<file path="src/rtl/char_uart_rx.sv">
// char_uart_rx: 8N1 serial character receiver feeding the block-matching checker.
//
// Each correctly framed character is presented on char_out together with a
// one-cycle char_valid strobe. A frame whose stop bit samples low is dropped.
// It raises a one-cycle frame_err strobe, and the receiver then waits for the
// line to return high before it looks for the next start bit.
//
// Parameters:
//   CLKS_PER_BIT  clock cycles per serial bit (even, >= 4)
//   CNT_W         bit-timing counter width (2**CNT_W > CLKS_PER_BIT)
//
// Ports:
//   clk         system clock, rising edge
//   reset       asynchronous, active-high; clears all state
//   rx          serial line, idle high, LSB first, asynchronous to clk
//   char_out    last correctly received character, held between frames
//   char_valid  one-cycle strobe: char_out updated this cycle
//   frame_err   one-cycle strobe: stop bit sampled low, frame discarded
module char_uart_rx #(
  parameter int unsigned CLKS_PER_BIT = 16,
  parameter int unsigned CNT_W        = 8
) (
  input  logic       clk,
  input  logic       reset,
  input  logic       rx,
  output logic [7:0] char_out,
  output logic       char_valid,
  output logic       frame_err
);

  localparam logic [CNT_W-1:0] HALF_M1 = CNT_W'(CLKS_PER_BIT / 2 - 1);
  localparam logic [CNT_W-1:0] FULL_M1 = CNT_W'(CLKS_PER_BIT - 1);

  typedef enum logic [2:0] {
    IDLE,
    START,
    DATA,
    STOP,
    WAIT_IDLE
  } state_t;

  state_t           state;
  logic             rx_meta;
  logic             rx_s;
  logic [CNT_W-1:0] cnt;
  logic [2:0]       idx;
  logic [7:0]       shreg;

  // Two-flop synchronizer. Both flops reset to the idle (high) line level.
  always_ff @(posedge clk or posedge reset) begin
    if (reset) begin
      rx_meta <= 1'b1;
      rx_s    <= 1'b1;
    end else begin
      rx_meta <= rx;
      rx_s    <= rx_meta;
    end
  end

  always_ff @(posedge clk or posedge reset) begin
    if (reset) begin
      state      <= IDLE;
      cnt        <= '0;
      idx        <= '0;
      shreg      <= '0;
      char_out   <= '0;
      char_valid <= 1'b0;
      frame_err  <= 1'b0;
    end else begin
      char_valid <= 1'b0;
      frame_err  <= 1'b0;
      case (state)
        IDLE: begin
          cnt <= '0;
          if (!rx_s) state <= START;
        end
        // Recheck the line at mid start bit. Clearing the counter here makes
        // every later full-bit count land at the middle of its bit.
        START: begin
          if (cnt == HALF_M1) begin
            cnt   <= '0;
            idx   <= '0;
            state <= rx_s ? IDLE : DATA;
          end else begin
            cnt <= cnt + CNT_W'(1);
          end
        end
        DATA: begin
          if (cnt == FULL_M1) begin
            cnt        <= '0;
            shreg[idx] <= rx_s;
            idx        <= idx + 3'd1;
            if (idx == 3'd7) state <= STOP;
          end else begin
            cnt <= cnt + CNT_W'(1);
          end
        end
        // Returning to IDLE on the stop sample lets a start bit that follows
        // the stop bit directly be accepted one cycle later.
        STOP: begin
          if (cnt == FULL_M1) begin
            cnt <= '0;
            if (rx_s) begin
              char_out   <= shreg;
              char_valid <= 1'b1;
              state      <= IDLE;
            end else begin
              frame_err <= 1'b1;
              state     <= WAIT_IDLE;
            end
          end else begin
            cnt <= cnt + CNT_W'(1);
          end
        end
        // A break or stuck-low line must not be read as a string of frames.
        WAIT_IDLE: begin
          cnt <= '0;
          if (rx_s) state <= IDLE;
        end
        default: state <= IDLE;
      endcase
    end
  end

endmodule
</file>
<file path="config.mk">
export PLATFORM = sky130hd
export DESIGN_NAME = char_uart_rx
export DESIGN_NICKNAME = d
export VERILOG_FILES = /design/src/rtl/char_uart_rx.sv
export SDC_FILE = /design/constraint.sdc
export NUM_CORES = 1
export LEC_CHECK = 0
export ABC_AREA = 1
export BUFFER_PORTS_ARGS = -buffer_cell sky130_fd_sc_hd__buf_2
export CAP_MARGIN = 20
export CORE_MARGIN = 5
export CORE_UTILIZATION = 43
export CTS_CLUSTER_DIAMETER = 100
export CTS_CLUSTER_SIZE = 10
export DETAILED_ROUTE_END_ITERATION = 16
export PLACE_DENSITY = 0.63
export SETUP_SLACK_MARGIN = 0.3
export SYNTH_ARGS = -nofsm -noshare
export SYNTH_HDL_FRONTEND = slang
export SYNTH_SLANG_ARGS = --single-unit
</file>
<file path="constraint.sdc">
create_clock -name clk -period 1.3 [get_ports clk]
set_input_delay 0.065 -clock clk [delete_from_list [all_inputs] [get_ports clk]]
set_output_delay 0.065 -clock clk [all_outputs]
set_load 0.05 [all_outputs]
</file>
==> results.tsv <==
metric	value	unit
maxClockFrequency	0.7101	GHz
clk_latency	0.28	ns
synth.area.top_cells	dfrtp_1, nand2_1, inv_1	
yosys_warnings	0	
switching_share	34.59	%
endpoint_kind	flop	
multi_input_area	945.9	sq um
final.min_clock_period	1.408	ns
first_pass_iters	4	
share_clk_of_total_power	27.8	%
syn-instance-count	196	
report.final.hold_viol_count	0	
rsz0062_at_grt	yes	
dp_cells	287	
clk_pin_slew_worst_paths	0.07	ns
max_slew.worst_pin.slew	0.4188	ns
max_cap_violations	0	
cts-buffers-inserted	5	
finalCoreUtilization	62.39	%
ys_seq_elements	34	
netSwitchingPower	1492	uW
final_min_period_over_clock_period	108.3	%
synth_sequential_area_ratio	49.85	%
clock_tree_from_tritoncts	yes	
worst_path_dominant_cell_family	flip-flops	
report.final.slew_viol_count	0	
ys_types	25	
critical_path_arrival	1.58	ns
drt-total-wl	3700	um
cpPeakStageDelay	0.36	ns
ff2ff_path_depth	7	
final-seq-area	854.6	sq um
grt_antenna_before_repair	0	
row_count	23	
power.combinational.fraction	39.2	%
die_h	73.09	um
clock_path_buffers	2	
antenna_violating_nets_post_route	0	
pin_count	13	
synth.largest_area_cell	dfrtp_1	
worst_slack	-0.1082	ns
final-instance-count-excl-fill	303	
seq_power_share	33.1	%
cp_slowest_cell	dfrtp_1	
crit_path_end	shreg[2]	
cts_htree_levels	2	
startpoint_type	flop	
critPathLaunch	cnt[0]	
post_synthesis_instance_area	1712	sq um
grt_usage	16.15	%
cts_root_buf	clkbuf_8	
power.density	1753	nW/um^2
grt_start_max_net_pins	35	
postSynthAreaPerCell	8.733	sq um
post-dp-hpwl	2552	um
buffer_ports.inserted	12	
dieArea	5342	sq um
numClockSinks	34	
drive_above_1_share	44.66	%
cp_max_fo	7	
n_fill_cell	332	
critical_path_class	reg -> reg	
drt-wirelength-per-cell	12.21	um
cellInternalPower	2821	uW
max-slew-margin-rel	72.08	%
die_extent_in_x	73.09	um
gr-total-overflow	0	
worstReg2RegStart	cnt[0]	
post_synthesis_net_count	203	
drcViolationCount	0	
clock_skew	0.006202	ns
core	3943	sq um
critical_path_depth	7	
worstPathRequired	1.47	ns
worstReg2RegEnd	shreg[2]	
r2r_slack	-0.11	ns
drt-vias-per-instance	4.835	
status	finished, violations left	
min_path_type	reg -> reg	
leakagePower	0.001214	uW
initial_standard_cell_utilization_of_the_core	43.41	%
timing.critical_path.buf_inv	1	
violations	negative setup slack	
vdd.ir_drop.worst	0.0007430	V
antenna_cells	0	
dr.first_iter.drc_count	91	
global_route_wire_length_before_repair	6548	um
fin_hold_ws	0.3552	ns
synthToLayoutAreaGrowth	43.71	%
gp_congestion	0.8428	
layout.nets	259	
detailroute.via_count	1465	
finalSetupViolCount	29	
crit_chain	ha_2 > nand3_2 > nor2_4 > buf_4 > nand2_4 > o21ai_2 > o31ai_4	
share_of_the_synthesized_area_in_the_top_cell_type	46.78	%
number_of_global_route_vias_before_repair	1429	
## power groups by stage
stage | registers (uW) | clock network, uW | logic (uW)
6_report | 1430 | 1200 | 1690
5_1_grt | 1450 | 1270 | 1870
4_1_cts | 1430 | 1220 | 1640
3_5_place_dp | 1440 | 0 | 1380
3_3_place_gp | 1440 | 0 | 1350
2_1_floorplan | 1490 | 0 | 816
## worst register-to-register path: cells and delay by family (launching register included)
family / cells / cell delay, ns
simple gates: 3 / 0.35
buf+inv: 1 / 0.15
fa+ha+maj: 1 / 0.20
compound gates: 2 / 0.24
flops: 1 / 0.36
## logic make-up after synthesis
kind of cell / synth area share [%]
buf+inv: 5.555
simple gates: 28.36
fa+ha+maj: 2.924
flops: 49.85
compound gates: 11.26
xor+xnor: 2.047
## layer usage
layer	vias up	share of wire [%]	GRT usage (%)
li1	753	-	-
met1	681	49	21.25
met2	22	45	25.02
met3	9	3.1	2.893
met4	0	2.3	8.811
met5	-	0	0
## cell type report
cell class / count / share of cell area, %
clock inverter: 2 / 2.442
multi-input combinational: 140 / 38.45
timing repair buffer: 50 / 15.26
tap: 50 / 2.543
sequential: 34 / 34.74
clock buffer: 6 / 3.357
inverter: 21 / 3.204
## per-stage QoR
step	TNS [ns]	total power, uW	instance area (sq um)	setup slack, ns
final	-1.285	4313	2460	-0.1082
after global routing	-4.041	4602	2460	-0.1912
after CTS	-1.366	4284	2406	-0.1086
after detailed placement	-3.825	2824	2112	-0.2219
after global placement	-3.257	2796	2112	-0.2349
after floorplan	-0.2008	2310	1760	-0.03468
## cells in the mapped netlist
cell type  number
o21ai_1         4
buf_6           1
a21oi_4         1
nand3_1         8
dfrtp_1        32
buf_2           1
nor2_1         15
nand2_2         6
nor2_4          4
o21ai_0        10
dfstp_2         2
o2111ai_1       1
inv_1          15
nand2_1        58
inv_2           6
o31ai_2         3
xor2_1          4
nand3_4         1
nor2_2          2
nor3_4          1
o31ai_1         4
ha_1            4
nand4_1         6
a21oi_1         6
nor3_1          1
## cells in the final DEF, fill, tap and decap left out, types with 7 or more instances in the layout
master,count
buf_2,10
dfrtp_1,31
nand2_2,7
buf_4,33
nand2_1,54
inv_2,9
nor2_4,10
inv_1,12
o21ai_1,10
nor2_1,10
## what timing repair did
action | 4_1_cts | 5_1_grt
endpoints found under the setup margin | 32 | 34
gates cloned | 1 | 0
pin swaps | 6 | 3
hold buffers | 2 | 0
setup buffers | 3 | 2
resized for setup | 31 | 11
hold endpoints to repair | 33 | 0
## sequential cells by signal, summed over array words and instances (netlist names)
signal      count
char_out        8
char_valid      1
cnt             8
frame_err       1
idx             3
rx_meta         1
rx_s            1
shreg           8
state           3
## how the worst min path moves through the flow
stage / cells after the start / from / endpoint / slack [ns]
CTS: 0 / rx_meta / rx_s / 0.35
global placement: 1 / rx / rx_meta / 0.17
global route: 0 / rx_meta / rx_s / 0.36
finish: 0 / rx_meta / rx_s / 0.36
detailed placement: 1 / rx / rx_meta / 0.17
floorplan: 0 / rx / rx_meta / 0.07
No activity file was read; power rests on OpenSTA's default activity.
